`config.mk`:
```
export PLATFORM = sky130hd
export DESIGN_NAME = fetch_unit
export DESIGN_NICKNAME = d
export VERILOG_FILES = /design/src/rtl/fetch_unit.sv
export SDC_FILE = /design/constraint.sdc
export NUM_CORES = 1
export LEC_CHECK = 0
export BUFFER_PORTS_ARGS = -buffer_cell sky130_fd_sc_hd__buf_2
export CAP_MARGIN = 20
export CORE_ASPECT_RATIO = 1.5
export CORE_MARGIN = 10
export CORE_UTILIZATION = 35
export DETAILED_ROUTE_END_ITERATION = 10
export GPL_ROUTABILITY_DRIVEN = 1
export RECOVER_POWER = 100
export REMOVE_ABC_BUFFERS = 1
export SETUP_SLACK_MARGIN = 0.1
export SYNTH_ARGS = -nofsm -noshare
export SYNTH_HDL_FRONTEND = slang
export SYNTH_SLANG_ARGS = --single-unit
```
`constraint.sdc`:
```
create_clock -name clk -period 6.4 [get_ports clk]
set_input_delay 0.96 -clock clk [delete_from_list [all_inputs] [get_ports clk]]
set_output_delay 0.96 -clock clk [all_outputs]
set_load 0.02 [all_outputs]
```
`src/rtl/fetch_unit.sv`:
```
// fetch_unit: program counter and instruction-fetch stage of the single-cycle core.
// It fetches one instruction, holds it for one EXEC cycle, and then selects the next PC
// from AddrSelector and the ALU compare flags.
module fetch_unit #(
    parameter int unsigned        ADDR_W   = 16,
    parameter logic [ADDR_W-1:0]  RESET_PC = '0,
    parameter logic [4:0]         HALT_OP  = 5'b11111
) (
    input  logic              clk,
    input  logic              rst_n,
    output logic              imemReqOut,
    output logic [ADDR_W-1:0] imemAddrOut,
    input  logic              imemValidIn,
    input  logic [31:0]       imemDataIn,
    output logic [31:0]       instrOut,
    output logic [4:0]        opcodeOut,
    output logic              instrValidOut,
    input  logic [2:0]        addrSelIn,
    input  logic              ltFlagIn,
    input  logic              eqFlagIn,
    input  logic [ADDR_W-1:0] immIn,
    input  logic [ADDR_W-1:0] jalrBaseIn,
    output logic [ADDR_W-1:0] pcOut,
    output logic [ADDR_W-1:0] linkAddrOut,
    output logic              haltOut,
    output logic [31:0]       retireCountOut
);

    localparam int unsigned CNT_W = 32;

    localparam logic [2:0] SEL_SEQ  = 3'b000;
    localparam logic [2:0] SEL_BLT  = 3'b001;
    localparam logic [2:0] SEL_BEQ  = 3'b010;
    localparam logic [2:0] SEL_JAL  = 3'b011;
    localparam logic [2:0] SEL_JALR = 3'b100;

    typedef enum logic [1:0] {
        IDLE  = 2'd0,
        FETCH = 2'd1,
        EXEC  = 2'd2,
        HALT  = 2'd3
    } state_t;

    state_t            state;
    logic [ADDR_W-1:0] pc;
    logic [ADDR_W-1:0] pc_inc;
    logic [ADDR_W-1:0] pc_rel;
    logic [ADDR_W-1:0] jalr_tgt;
    logic [ADDR_W-1:0] next_pc;

    // Outputs that are direct views of registered state
    assign pcOut       = pc;
    assign imemAddrOut = pc;
    assign opcodeOut   = instrOut[31:27];

    // Next-PC selection from AddrSelector and flags; all sums wrap at ADDR_W bits
    always_comb begin
        pc_inc   = ADDR_W'(pc + ADDR_W'(1));
        pc_rel   = ADDR_W'(pc + immIn);
        jalr_tgt = ADDR_W'(jalrBaseIn + immIn);
        next_pc  = pc_inc;
        case (addrSelIn)
            SEL_SEQ:  next_pc = pc_inc;
            SEL_BLT:  next_pc = ltFlagIn ? pc_rel : pc_inc;
            SEL_BEQ:  next_pc = eqFlagIn ? pc_rel : pc_inc;
            SEL_JAL:  next_pc = pc_rel;
            SEL_JALR: next_pc = jalr_tgt;
            default:  next_pc = pc_inc;
        endcase
    end

    // Fetch/execute sequencer with registered handshake, status and PC state
    always_ff @(posedge clk or negedge rst_n) begin
        if (!rst_n) begin
            state          <= IDLE;
            pc             <= RESET_PC;
            linkAddrOut    <= ADDR_W'(RESET_PC + ADDR_W'(1));
            instrOut       <= '0;
            imemReqOut     <= 1'b0;
            instrValidOut  <= 1'b0;
            haltOut        <= 1'b0;
            retireCountOut <= '0;
        end else begin
            case (state)
                IDLE: begin
                    state      <= FETCH;
                    imemReqOut <= 1'b1;
                end
                FETCH: begin
                    if (imemValidIn) begin
                        instrOut      <= imemDataIn;
                        state         <= EXEC;
                        imemReqOut    <= 1'b0;
                        instrValidOut <= 1'b1;
                    end
                end
                EXEC: begin
                    instrValidOut <= 1'b0;
                    if (retireCountOut != {CNT_W{1'b1}}) begin
                        retireCountOut <= CNT_W'(retireCountOut + CNT_W'(1));
                    end
                    if (instrOut[31:27] == HALT_OP) begin
                        state   <= HALT;
                        haltOut <= 1'b1;
                    end else begin
                        pc          <= next_pc;
                        linkAddrOut <= ADDR_W'(next_pc + ADDR_W'(1));
                        state       <= FETCH;
                        imemReqOut  <= 1'b1;
                    end
                end
                HALT: begin
                    state <= HALT;
                end
                default: begin
                    state <= IDLE;
                end
            endcase
        end
    end

endmodule

```
==> results_dict.tcl <==
set metrics [dict create \
    netlist_area_um2 6342 \
    post-route-util 0.4189 \
    dieArea_um2 24020 \
    cts_buffers 9 \
    clk_pin_slew_ns 0.08 \
    slew_headroom -0.1946 \
    grt-ovfl-total 0 \
    worst-path-buf-inv 1 \
    grt_start_max_net_pins 71 \
    antenna_found_initial 0 \
    worst_pin_slew_ns 1.792 \
    globalplace.congestion 0.8719 \
    critPathCaptureType "flop" \
    htree_levels 3 \
    setup_tns_ns 0 \
    ys_types 64 \
    drt-met1-wl_um 6713 \
    synth_edf_count 0 \
    num_vias 5519 \
    numClockSinks 101 \
    synth.top_cells.by_area "dfrtp_1 (39%), ha_1 (6.5%), xnor2_1 (6.1%), mux2_2 (5.9%), nand2_1 (4.7%)" \
    failed_checks "max-capacitance violations, max-slew violations" \
    drt-total-wl_um 18510 \
    clockBufferDepth 2 \
    setup_slack_ns 2.309 \
    synth.avg_cell_area_um2 9.639 \
    cts_root_buffer "clkbuf_16" \
    synth_top_area_frac 0.3946 \
    clock_latency_ns 0.35 \
    synth.ff_latch_count 101 \
    ys_seq_area_frac 0.3987 \
    ys_warn_count 0 \
    portBuffers 191 \
    post_cts_resized 0 \
    nets 936 \
    drt_iter0_drc 235 \
    setup_viol 0 \
    p_switching_mw 0.3908 \
    syn_inst 658 \
    ioPinCount 192 \
    initial_core_util 0.3550 \
    antennaDiodeCount 0 \
    cts_setup_buffers 0 \
    timing.final.crit_period_ns 4.091 \
    cp.required_ns 6.64 \
    critical-path-top-delay-family "compound AO/OA/AOI/OAI gates" \
    power.internal_mw 1.047 \
    cp.arrival_ns 4.34 \
    power.density_nw_per_um2 192.1 \
    status "finished, violations left" \
    hold_violations 0 \
    routedWlPerCell_um 17.61 \
    irDropWorstVdd_mv 0.1277 \
    cts-hold-fix-buffers 0 \
    p_comb_frac 0.154 \
    highest_layer "met4" \
    crit_path_max_incr_delay_ns 0.66 \
    hold_ws_ns 0.4679 \
    dp_worst_setup_slack_ns 1.984 \
    cap_violations 3 \
    ys.flop_type "dfrtp_1" \
    synth.most_common_cell "dfrtp_1" \
    core_area_um2 17870 \
    grt_setup_unrepaired "no" \
    cts_tree "yes" \
    dpl.hpwl_um 14960 \
    post-route-period-util 0.6392 \
    synth.largest_area_cell "dfrtp_1" \
    maxSlewViolCount 138 \
    synth_common_cells "dfrtp_1 (100), nand2_1 (79), xnor2_1 (44), nor2_1 (41), o21ai_0 (40)" \
    die_width_um 129.9 \
    sw_frac_of_total 0.2718 \
    path_cells "clkbuf_1 -> ha_1 -> a211oi_1 -> o21ai_0 -> a41oi_1 -> xnor2_1 -> a221oi_1 -> nor4_1 -> nand2b_1 -> o31a_1 -> o31ai_1" \
    grt_pass1_wl_um 29160 \
    fp.dieH_um 184.9 \
    crit_fanout 5 \
    power_frac_clock 0.403 \
    fmax_mhz 244.5 \
    num_rows 60 \
    leakagePower_nw 3.425 \
    grt_pass1_vias 5721 \
    syn_to_final_growth_pct 18.01 \
    gr-usage-all-layers 0.1507 \
    ant_nets 0 \
    drive_gt1_frac 0.1475 \
    worstSetupPathType "primary input to flop" \
    dr_wl_met3_um 1380 \
    start_kind "primary input" \
    cpMaxStageDelayCell "nor4_1" \
    drcViolationCount 0 \
    pwr-share-seq 0.444 \
    hp-class "flop to flop" \
    route.met2.wl_um 9938 \
    vias_per_cell 5.251 \
    dr.pass1.iters 4 \
    async_flop_share 1.000 \
    fin_skew_ns 0.01329 \
]
cell families after synthesis:
family,share of synthesized area
AO/OA/AOI/OAI,0.1491
XOR/XNOR,0.09943
adder cells (fa/ha/maj),0.07142
buffers and inverters,0.04715
flip-flops,0.3987
multiplexers,0.06333
AND/OR/NAND/NOR,0.1708
power groups by stage:
stage	clock, mW	sequential, mW	combinational, mW
after detailed placement	0	0.650	0.226
after global placement	0	0.650	0.226
after CTS	0.601	0.638	0.228
after floorplan	0	0.650	0.144
after global routing	0.622	0.638	0.247
final	0.579	0.638	0.221
cells in the final DEF (no fill, tap or decap), types with 4 or more instances in the layout:
| master | instances |
|---|---|
| o21a_1 | 5 |
| nand2b_1 | 7 |
| mux2_2 | 33 |
| nor3_1 | 13 |
| xnor2_1 | 44 |
| and3_1 | 8 |
| nand4_1 | 14 |
| a21o_1 | 6 |
| nor2_1 | 41 |
| a21oi_1 | 33 |
| and2_1 | 4 |
| a211oi_1 | 5 |
| inv_1 | 12 |
| dfrtp_1 | 100 |
| clkbuf_16 | 9 |
| nor4_1 | 5 |
| o211ai_1 | 12 |
| o21ai_0 | 42 |
| a221oi_1 | 5 |
| buf_2 | 66 |
| clkbuf_1 | 129 |
| nand2_1 | 79 |
| o31ai_1 | 6 |
| and4_1 | 4 |
| nand3_1 | 21 |
| o32ai_1 | 4 |
| or3_1 | 4 |
| xor2_1 | 28 |
| ha_1 | 33 |
state kept, by name (all words and copies together) (netlist names):
name / cells
instrOut: 32
retireCountOut: 32
imemAddrOut: 16
linkAddrOut: 16
state: 2
haltOut: 1
imemReqOut: 1
instrValidOut: 1
through the flow:
step                      cells  total power, mW  instance area [µm²]
final                      1051            1.438                 7485
after CTS                  1051            1.467                 7679
after global routing       1051            1.507                 7485
after global placement     1035           0.8762                 7363
after floorplan             621           0.7940                 6088
after detailed placement   1035           0.8767                 7363
worst paths after layout:
kind	from	slack, ns	depth (start not counted)	to
max in group asynchronous	rst_n	2.81	2	linkAddrOut[7]
worst min register to register	linkAddrOut[0]	0.47	2	linkAddrOut[0]
worst min-delay path	linkAddrOut[0]	0.47	2	linkAddrOut[0]
min in group asynchronous	rst_n	1.04	1	retireCountOut[23]
worst max register to register	imemAddrOut[0]	2.49	11	linkAddrOut[15]
worst max-delay path	immIn[1]	2.31	11	linkAddrOut[14]
metal layers:
layer,GRT usage,vias up
li1,-,2715
met1,0.1466,2629
met2,0.2866,151
met3,0.04665,24
met4,0.05596,0
met5,0,-
worst register-to-register path, delay by kind of cell (launching register included):
family                   cells  cell delay (ns)
flip-flops                   1             0.48
AND/OR/NAND/NOR              1             0.27
XOR/XNOR                     1             0.17
AO/OA/AOI/OAI                7             2.21
adder cells (fa/ha/maj)      2             0.70
area by class of cell:
class | count | area [µm²]
Clock inverter | 6 | 76.32
Sequential cell | 101 | 2529
Timing Repair Buffer | 197 | 827.0
Multi-Input combinational cell | 508 | 3497
Tap cell | 217 | 271.5
Clock buffer | 10 | 239.0
Inverter | 12 | 45.04
Fill cell | 1884 | 10380
No activity file was read; power rests on OpenSTA's default activity.
